## src/rtl/seven_segment_scan_ctrl_if.sv

```systemverilog
`default_nettype none
// +--------------------------------------------------------------------------+
// | seven_segment_scan_ctrl_if : display-load valid/ready bundle             |
// | Revision : 1.0                                                           |
// +--------------------------------------------------------------------------+
interface seven_segment_scan_ctrl_if #(
  parameter int NUM_DIGITS = 4
);
  logic                    loadValid;
  logic                    loadReady;
  logic [4*NUM_DIGITS-1:0] loadValue;
  logic [NUM_DIGITS-1:0]   loadBlank;
  logic                    loadLz;

  modport master (
    output loadValid, loadValue, loadBlank, loadLz,
    input  loadReady
  );

  modport slave (
    input  loadValid, loadValue, loadBlank, loadLz,
    output loadReady
  );
endinterface
`default_nettype wire

```

## src/rtl/seven_segment_scan_ctrl.sv

```systemverilog
`default_nettype none
// +--------------------------------------------------------------------------+
// | seven_segment_scan_ctrl : multiplexed hex display scanner with           |
// | frame-aligned load commit and dead-time between digits                   |
// | Revision : 1.0                                                           |
// +--------------------------------------------------------------------------+
module seven_segment_scan_ctrl #(
  parameter int NUM_DIGITS  = 4,
  parameter int SCAN_DIV    = 1000,
  parameter int DEAD_CYCLES = 16
) (
  input  logic                  clock,
  input  logic                  resetn,
  seven_segment_scan_ctrl_if.slave load,
  output logic [6:0]            segOut,
  output logic [NUM_DIGITS-1:0] digitSel,
  output logic                  frameTick
);
  localparam int CNT_MAX = (SCAN_DIV > DEAD_CYCLES) ? SCAN_DIV : DEAD_CYCLES;
  localparam int CW      = $clog2(CNT_MAX + 1);
  localparam int IW      = (NUM_DIGITS > 1) ? $clog2(NUM_DIGITS) : 1;

  typedef enum logic [0:0] {ST_DEAD = 1'b0, ST_SHOW = 1'b1} state_t;

  state_t                  r_state, w_stateNext;
  logic [CW-1:0]           r_cnt, w_cntNext;
  logic [IW-1:0]           r_idx, w_idxNext;
  logic [4*NUM_DIGITS-1:0] r_pendValue, r_dispValue;
  logic [NUM_DIGITS-1:0]   r_pendBlank, r_dispBlank;
  logic                    r_pendLz, r_dispLz, r_pendFlag;
  logic [6:0]              r_segOut, w_segNext;
  logic [NUM_DIGITS-1:0]   r_digitSel, w_selNext;
  logic                    r_frameTick;
  logic                    w_lastDead, w_lastShow, w_frameEnd;
  logic [IW-1:0]           w_msnz;
  logic [3:0]              w_nibble;
  logic                    w_visible;

  function automatic logic [6:0] f_decode(input logic [3:0] n);
    case (n)
      4'h0: f_decode = 7'b1000000;  4'h1: f_decode = 7'b1111001;
      4'h2: f_decode = 7'b0100100;  4'h3: f_decode = 7'b0110000;
      4'h4: f_decode = 7'b0011001;  4'h5: f_decode = 7'b0010010;
      4'h6: f_decode = 7'b0000010;  4'h7: f_decode = 7'b1111000;
      4'h8: f_decode = 7'b0000000;  4'h9: f_decode = 7'b0010000;
      4'hA: f_decode = 7'b0001000;  4'hB: f_decode = 7'b0000011;
      4'hC: f_decode = 7'b1000110;  4'hD: f_decode = 7'b0100001;
      4'hE: f_decode = 7'b0000110;  default: f_decode = 7'b0001110;
    endcase
  endfunction

  assign w_lastDead = (r_state == ST_DEAD) && (r_cnt == CW'(DEAD_CYCLES - 1));
  assign w_lastShow = (r_state == ST_SHOW) && (r_cnt == CW'(SCAN_DIV - 1));
  assign w_frameEnd = w_lastShow && (r_idx == IW'(NUM_DIGITS - 1));

  always_comb begin
    w_stateNext = r_state;
    w_cntNext   = r_cnt + 1'b1;
    w_idxNext   = r_idx;
    if (w_lastDead) begin
      w_stateNext = ST_SHOW;
      w_cntNext   = '0;
    end else if (w_lastShow) begin
      w_stateNext = ST_DEAD;
      w_cntNext   = '0;
      w_idxNext   = (r_idx == IW'(NUM_DIGITS - 1)) ? '0 : r_idx + 1'b1;
    end
  end

  // Outputs are computed from the next state so the registered pins line up with the state.
  always_comb begin
    w_msnz = '0;
    for (int i = 0; i < NUM_DIGITS; i++) begin
      if (r_dispValue[i*4 +: 4] != 4'h0) w_msnz = IW'(i);
    end
    w_nibble  = r_dispValue[{w_idxNext, 2'b00} +: 4];
    w_visible = !r_dispBlank[w_idxNext] && !(r_dispLz && (w_idxNext > w_msnz));
    w_selNext = '1;
    w_segNext = 7'h7F;
    if ((w_stateNext == ST_SHOW) && w_visible) begin
      w_selNext[w_idxNext] = 1'b0;
      w_segNext            = f_decode(w_nibble);
    end
  end

  always_ff @(posedge clock or negedge resetn) begin
    if (!resetn) begin
      r_state     <= ST_DEAD;
      r_cnt       <= '0;
      r_idx       <= '0;
      r_pendValue <= '0;
      r_pendBlank <= '0;
      r_pendLz    <= 1'b0;
      r_pendFlag  <= 1'b0;
      r_dispValue <= '0;
      r_dispBlank <= '0;
      r_dispLz    <= 1'b0;
      r_segOut    <= 7'h7F;
      r_digitSel  <= '1;
      r_frameTick <= 1'b0;
    end else begin
      r_state     <= w_stateNext;
      r_cnt       <= w_cntNext;
      r_idx       <= w_idxNext;
      r_segOut    <= w_segNext;
      r_digitSel  <= w_selNext;
      r_frameTick <= w_frameEnd;
      if (w_frameEnd && r_pendFlag) begin
        r_dispValue <= r_pendValue;
        r_dispBlank <= r_pendBlank;
        r_dispLz    <= r_pendLz;
        r_pendFlag  <= 1'b0;
      end else if (load.loadValid && !r_pendFlag) begin
        r_pendValue <= load.loadValue;
        r_pendBlank <= load.loadBlank;
        r_pendLz    <= load.loadLz;
        r_pendFlag  <= 1'b1;
      end
    end
  end

  assign load.loadReady = !r_pendFlag;
  assign segOut         = r_segOut;
  assign digitSel       = r_digitSel;
  assign frameTick      = r_frameTick;
endmodule
`default_nettype wire

```

## src/flat_wrapper.sv

```systemverilog
// flat-port wrapper written by rule: the top's interface ports become plain ports
module seven_segment_scan_ctrl_flat 
#(
  parameter int NUM_DIGITS  = 4,
  parameter int SCAN_DIV    = 1000,
  parameter int DEAD_CYCLES = 16
)
  (clock, resetn, segOut, digitSel, frameTick, load_loadValid, load_loadValue, load_loadBlank, load_loadLz, load_loadReady);
  seven_segment_scan_ctrl_if #(.NUM_DIGITS(NUM_DIGITS)) load_i ();
  input  logic clock;
  input  logic resetn;
  output logic [6:0] segOut;
  output logic [NUM_DIGITS-1:0] digitSel;
  output logic frameTick;
  input wire logic [$bits(load_i.loadValid)-1:0] load_loadValid;
  input wire logic [$bits(load_i.loadValue)-1:0] load_loadValue;
  input wire logic [$bits(load_i.loadBlank)-1:0] load_loadBlank;
  input wire logic [$bits(load_i.loadLz)-1:0] load_loadLz;
  output wire logic [$bits(load_i.loadReady)-1:0] load_loadReady;
  assign load_i.loadValid = load_loadValid;
  assign load_i.loadValue = load_loadValue;
  assign load_i.loadBlank = load_loadBlank;
  assign load_i.loadLz = load_loadLz;
  assign load_loadReady = load_i.loadReady;
  seven_segment_scan_ctrl #(.NUM_DIGITS(NUM_DIGITS), .SCAN_DIV(SCAN_DIV), .DEAD_CYCLES(DEAD_CYCLES)) u_core (.clock(clock), .resetn(resetn), .load(load_i), .segOut(segOut), .digitSel(digitSel), .frameTick(frameTick));
endmodule
```

## config.mk

```make
export PLATFORM = sky130hd
export DESIGN_NAME = seven_segment_scan_ctrl_flat
export DESIGN_NICKNAME = d
export VERILOG_FILES = /design/src/rtl/seven_segment_scan_ctrl_if.sv /design/src/rtl/seven_segment_scan_ctrl.sv /design/src/flat_wrapper.sv
export SDC_FILE = /design/constraint.sdc
export NUM_CORES = 1
export LEC_CHECK = 0
export CORE_UTILIZATION = 50
export CTS_CLUSTER_DIAMETER = 80
export DETAILED_ROUTE_END_ITERATION = 6
export HOLD_SLACK_MARGIN = 0.1
export MAX_ROUTING_LAYER = met4
export PLACE_DENSITY_LB_ADDON = 0.15
export SLEW_MARGIN = 25
export SYNTH_ARGS = -nofsm -noshare
export SYNTH_HDL_FRONTEND = slang
export SYNTH_SLANG_ARGS = --single-unit
```

## constraint.sdc

```tcl
create_clock -name clock -period 3.6 [get_ports clock]
set_clock_uncertainty 0.1 [all_clocks]
set_input_delay 1.08 -clock clock [delete_from_list [all_inputs] [get_ports clock]]
set_output_delay 1.08 -clock clock [all_outputs]
set_load 0.01 [all_outputs]
```

==> reports/results.ini <==
[outcome]
status=completed

[floorplanning]
die_area_sq_um=6890
die_w_microns=83.0
num_rows=29
die_y_microns=83.0
io_pins=37
start_util=0.517
core_area_sq_um=6350

[place]
gp_congestion=0.839
place_area_sq_um=3720
numPortBuffers=36
place_hpwl_microns=4180

[sta]
fin_setup_tns_ns=0
hold_violations=0
rsz0062_at_grt=false
finalHoldWorstSlack_ns=0.378
worstMarginPinSlew_ns=0.911
setup_viol_count_final=0
clock.fmax_mhz=307
slew_violations=0
post-route-min-period_ns=3.26
relSlewSlack=0.391
timing.final.crit_share=0.905

[worst_hold_path]
hold_path_class=reg -> reg

[pwr]
cellPowerDensity_nw_per_um2=393
p_leak_nw=1.77
ir_worst_vdd_mv=0.278

[worst_setup_path]
arrival_ns=3.38
cp-end-kind=flop
crit_fanout=11
critPathKind=reg -> reg
cp-start-kind=flop
required_ns=3.72

[layout]
nFillCells=503
synthToLayoutAreaGrowth_pct=19.7
multi_input_area_sq_um=1500
diodes=0
layout_commonest_cell=dfrtp_1
drive_above_1_share=0.318
regArea_sq_um=1720
final_cell_area_sq_um=3930
final_nets=321
final_util=0.619
layout_common_cells=57 x dfrtp_1, 42 x mux2_2, 35 x clkdlybuf4s50_1

[synthesis]
seq_area_frac_synth=0.522
yosysWarningCount=0
synth_cell_type_count=54
ys_seq_elements=68
synthArstFlopShare=1.00
synthesis.area_sq_um=3280
synthCells=244
syn_nets=278
synth_flop_cell=dfrtp_1
synth_edf_count=0
avgSynthCellArea_sq_um=13.5

[global_routing]
grt_usage=0.196
antenna_found_initial=0
grt_pass1_wl_microns=10500
grt_pass1_vias=2071
grt.overflow.total=0
grt_max_degree=28

[clock_tree]
cts_setup_buffers=0
path_clk_slew_ns=0.07
cts.sinks=68
cts_made_buffers=9
cts_hold_buf=0
cts_max_level=3
clkLatencyLatePin_ns=0.33
ctsResizeCount=0
cts_tree=yes
clock_path_buffers=2
root_buffer=clkbuf_8

[detailed_routing]
routed_wl_microns=5860
drc=0
wl_per_cell_microns=15.9
vias=2064
ant_nets=0
first_pass_iters=4
viasPerCell=5.59
drt_iter0_drc=80

[job]
max-cap-violations=0

Yosys cell counts, types with 2 or more instances:
cell,instances,area share
a32o_1,2,0.0061
o221ai_2,2,0.0091
mux4_2,2,0.014
xor2_1,4,0.011
a21oi_1,2,0.0030
nand4_2,2,0.0076
nor2b_1,2,0.0038
and2_1,3,0.0057
nand2_1,4,0.0046
mux2_1,2,0.0069
buf_4,2,0.0046
xnor2_1,4,0.011
and3_1,6,0.011
mux2i_1,6,0.018
o32ai_4,2,0.017
dfstp_2,11,0.088
clkbuf_1,2,0.0023
o21bai_1,2,0.0046
nor3b_1,2,0.0046
ha_1,10,0.038
buf_1,3,0.0034
dfrtp_1,57,0.43
mux2_2,42,0.14
a21boi_0,5,0.011
nor4_1,2,0.0038
nand4_1,2,0.0038
or4_1,2,0.0046
nor2_1,17,0.019
inv_1,7,0.0080
o31ai_4,2,0.013
nand3_1,9,0.014
and3_2,2,0.0046
routing by layer:
metal | wire length, microns | GRT usage | vias to the layer above
met2 | 2760 | 0.285 | 47
met3 | 196 | 0.0338 | 6
met5 | 0 | - | -
li1 | - | - | 981
met4 | 55 | 0.0752 | 0
met1 | 2850 | 0.275 | 1030
worst paths after layout:
path / start / endpoint / slack [ns] / cells past startpoint
hold / removal: u_core.r_cnt[0] / u_core.r_cnt[0] / 0.38 / 1
hold reg to reg: u_core.r_cnt[0] / u_core.r_cnt[0] / 0.38 / 1
min in group asynchronous: resetn / u_core.r_cnt[9] / 0.64 / 1
setup / recovery: u_core.r_idx[0] / u_core.segOut[2] / 0.34 / 9
setup reg to reg: u_core.r_idx[0] / u_core.segOut[2] / 0.34 / 9
max in group asynchronous: resetn / u_core.r_pendValue[6] / 2.06 / 2
final cells by class:
class,count,share of cell area
Sequential cell,68,0.436
Clock inverter,4,0.0188
Multi-Input combinational cell,161,0.381
Inverter,7,0.00668
Clock buffer,12,0.0344
Timing Repair Buffer,40,0.0980
Tap cell,77,0.0245
where the power goes:
part | total (mW) | internal (mW) | leakage, nW | switching (mW)
clock network | 0.667 | 0.391 | 0.105 | 0.276
logic | 0.0683 | 0.0445 | 0.819 | 0.0238
registers | 0.810 | 0.795 | 0.850 | 0.0146
worst max-delay path: stages, from the launching register on:
cell	delay, ns
dfrtp_1	0.48
ha_1	0.34
inv_1	0.07
or4_4	0.58
nand2_2	0.26
ha_1	0.30
nor2b_1	0.14
o211ai_1	0.16
o2111a_1	0.49
o311ai_0	0.23
cell families after synthesis:
logic type                 count (synthesis)  share of synthesized area
and+or+nand+nor                           63                      0.120
xor gates and xnor gates                   8                     0.0213
adders and majority gates                 10                     0.0381
DFF                                       68                      0.522
AOI/OAI and AO/OA                         28                     0.0938
buffers and inverters                     15                     0.0217
muxes                                     52                      0.183
through the flow:
step / power (mW) / setup slack [ns] / instances
after global routing: 1.61 / 0.0862 / 369
final: 1.54 / 0.341 / 369
after floorplan: 0.845 / 0.649 / 244
after global placement: 0.891 / 0.411 / 353
after detailed placement: 0.895 / 0.408 / 353
after CTS: 1.56 / 0.366 / 369
registers in the layout, indices dropped and copies added, names as in the netlist, 2 cells and up:
name	count
u_core.r_idx	2
u_core.segOut	7
u_core.digitSel	4
u_core.r_dispValue	16
u_core.r_pendBlank	4
u_core.r_pendValue	16
u_core.r_cnt	10
u_core.r_dispBlank	4
Note: power is estimated with default switching activity, not from simulation.
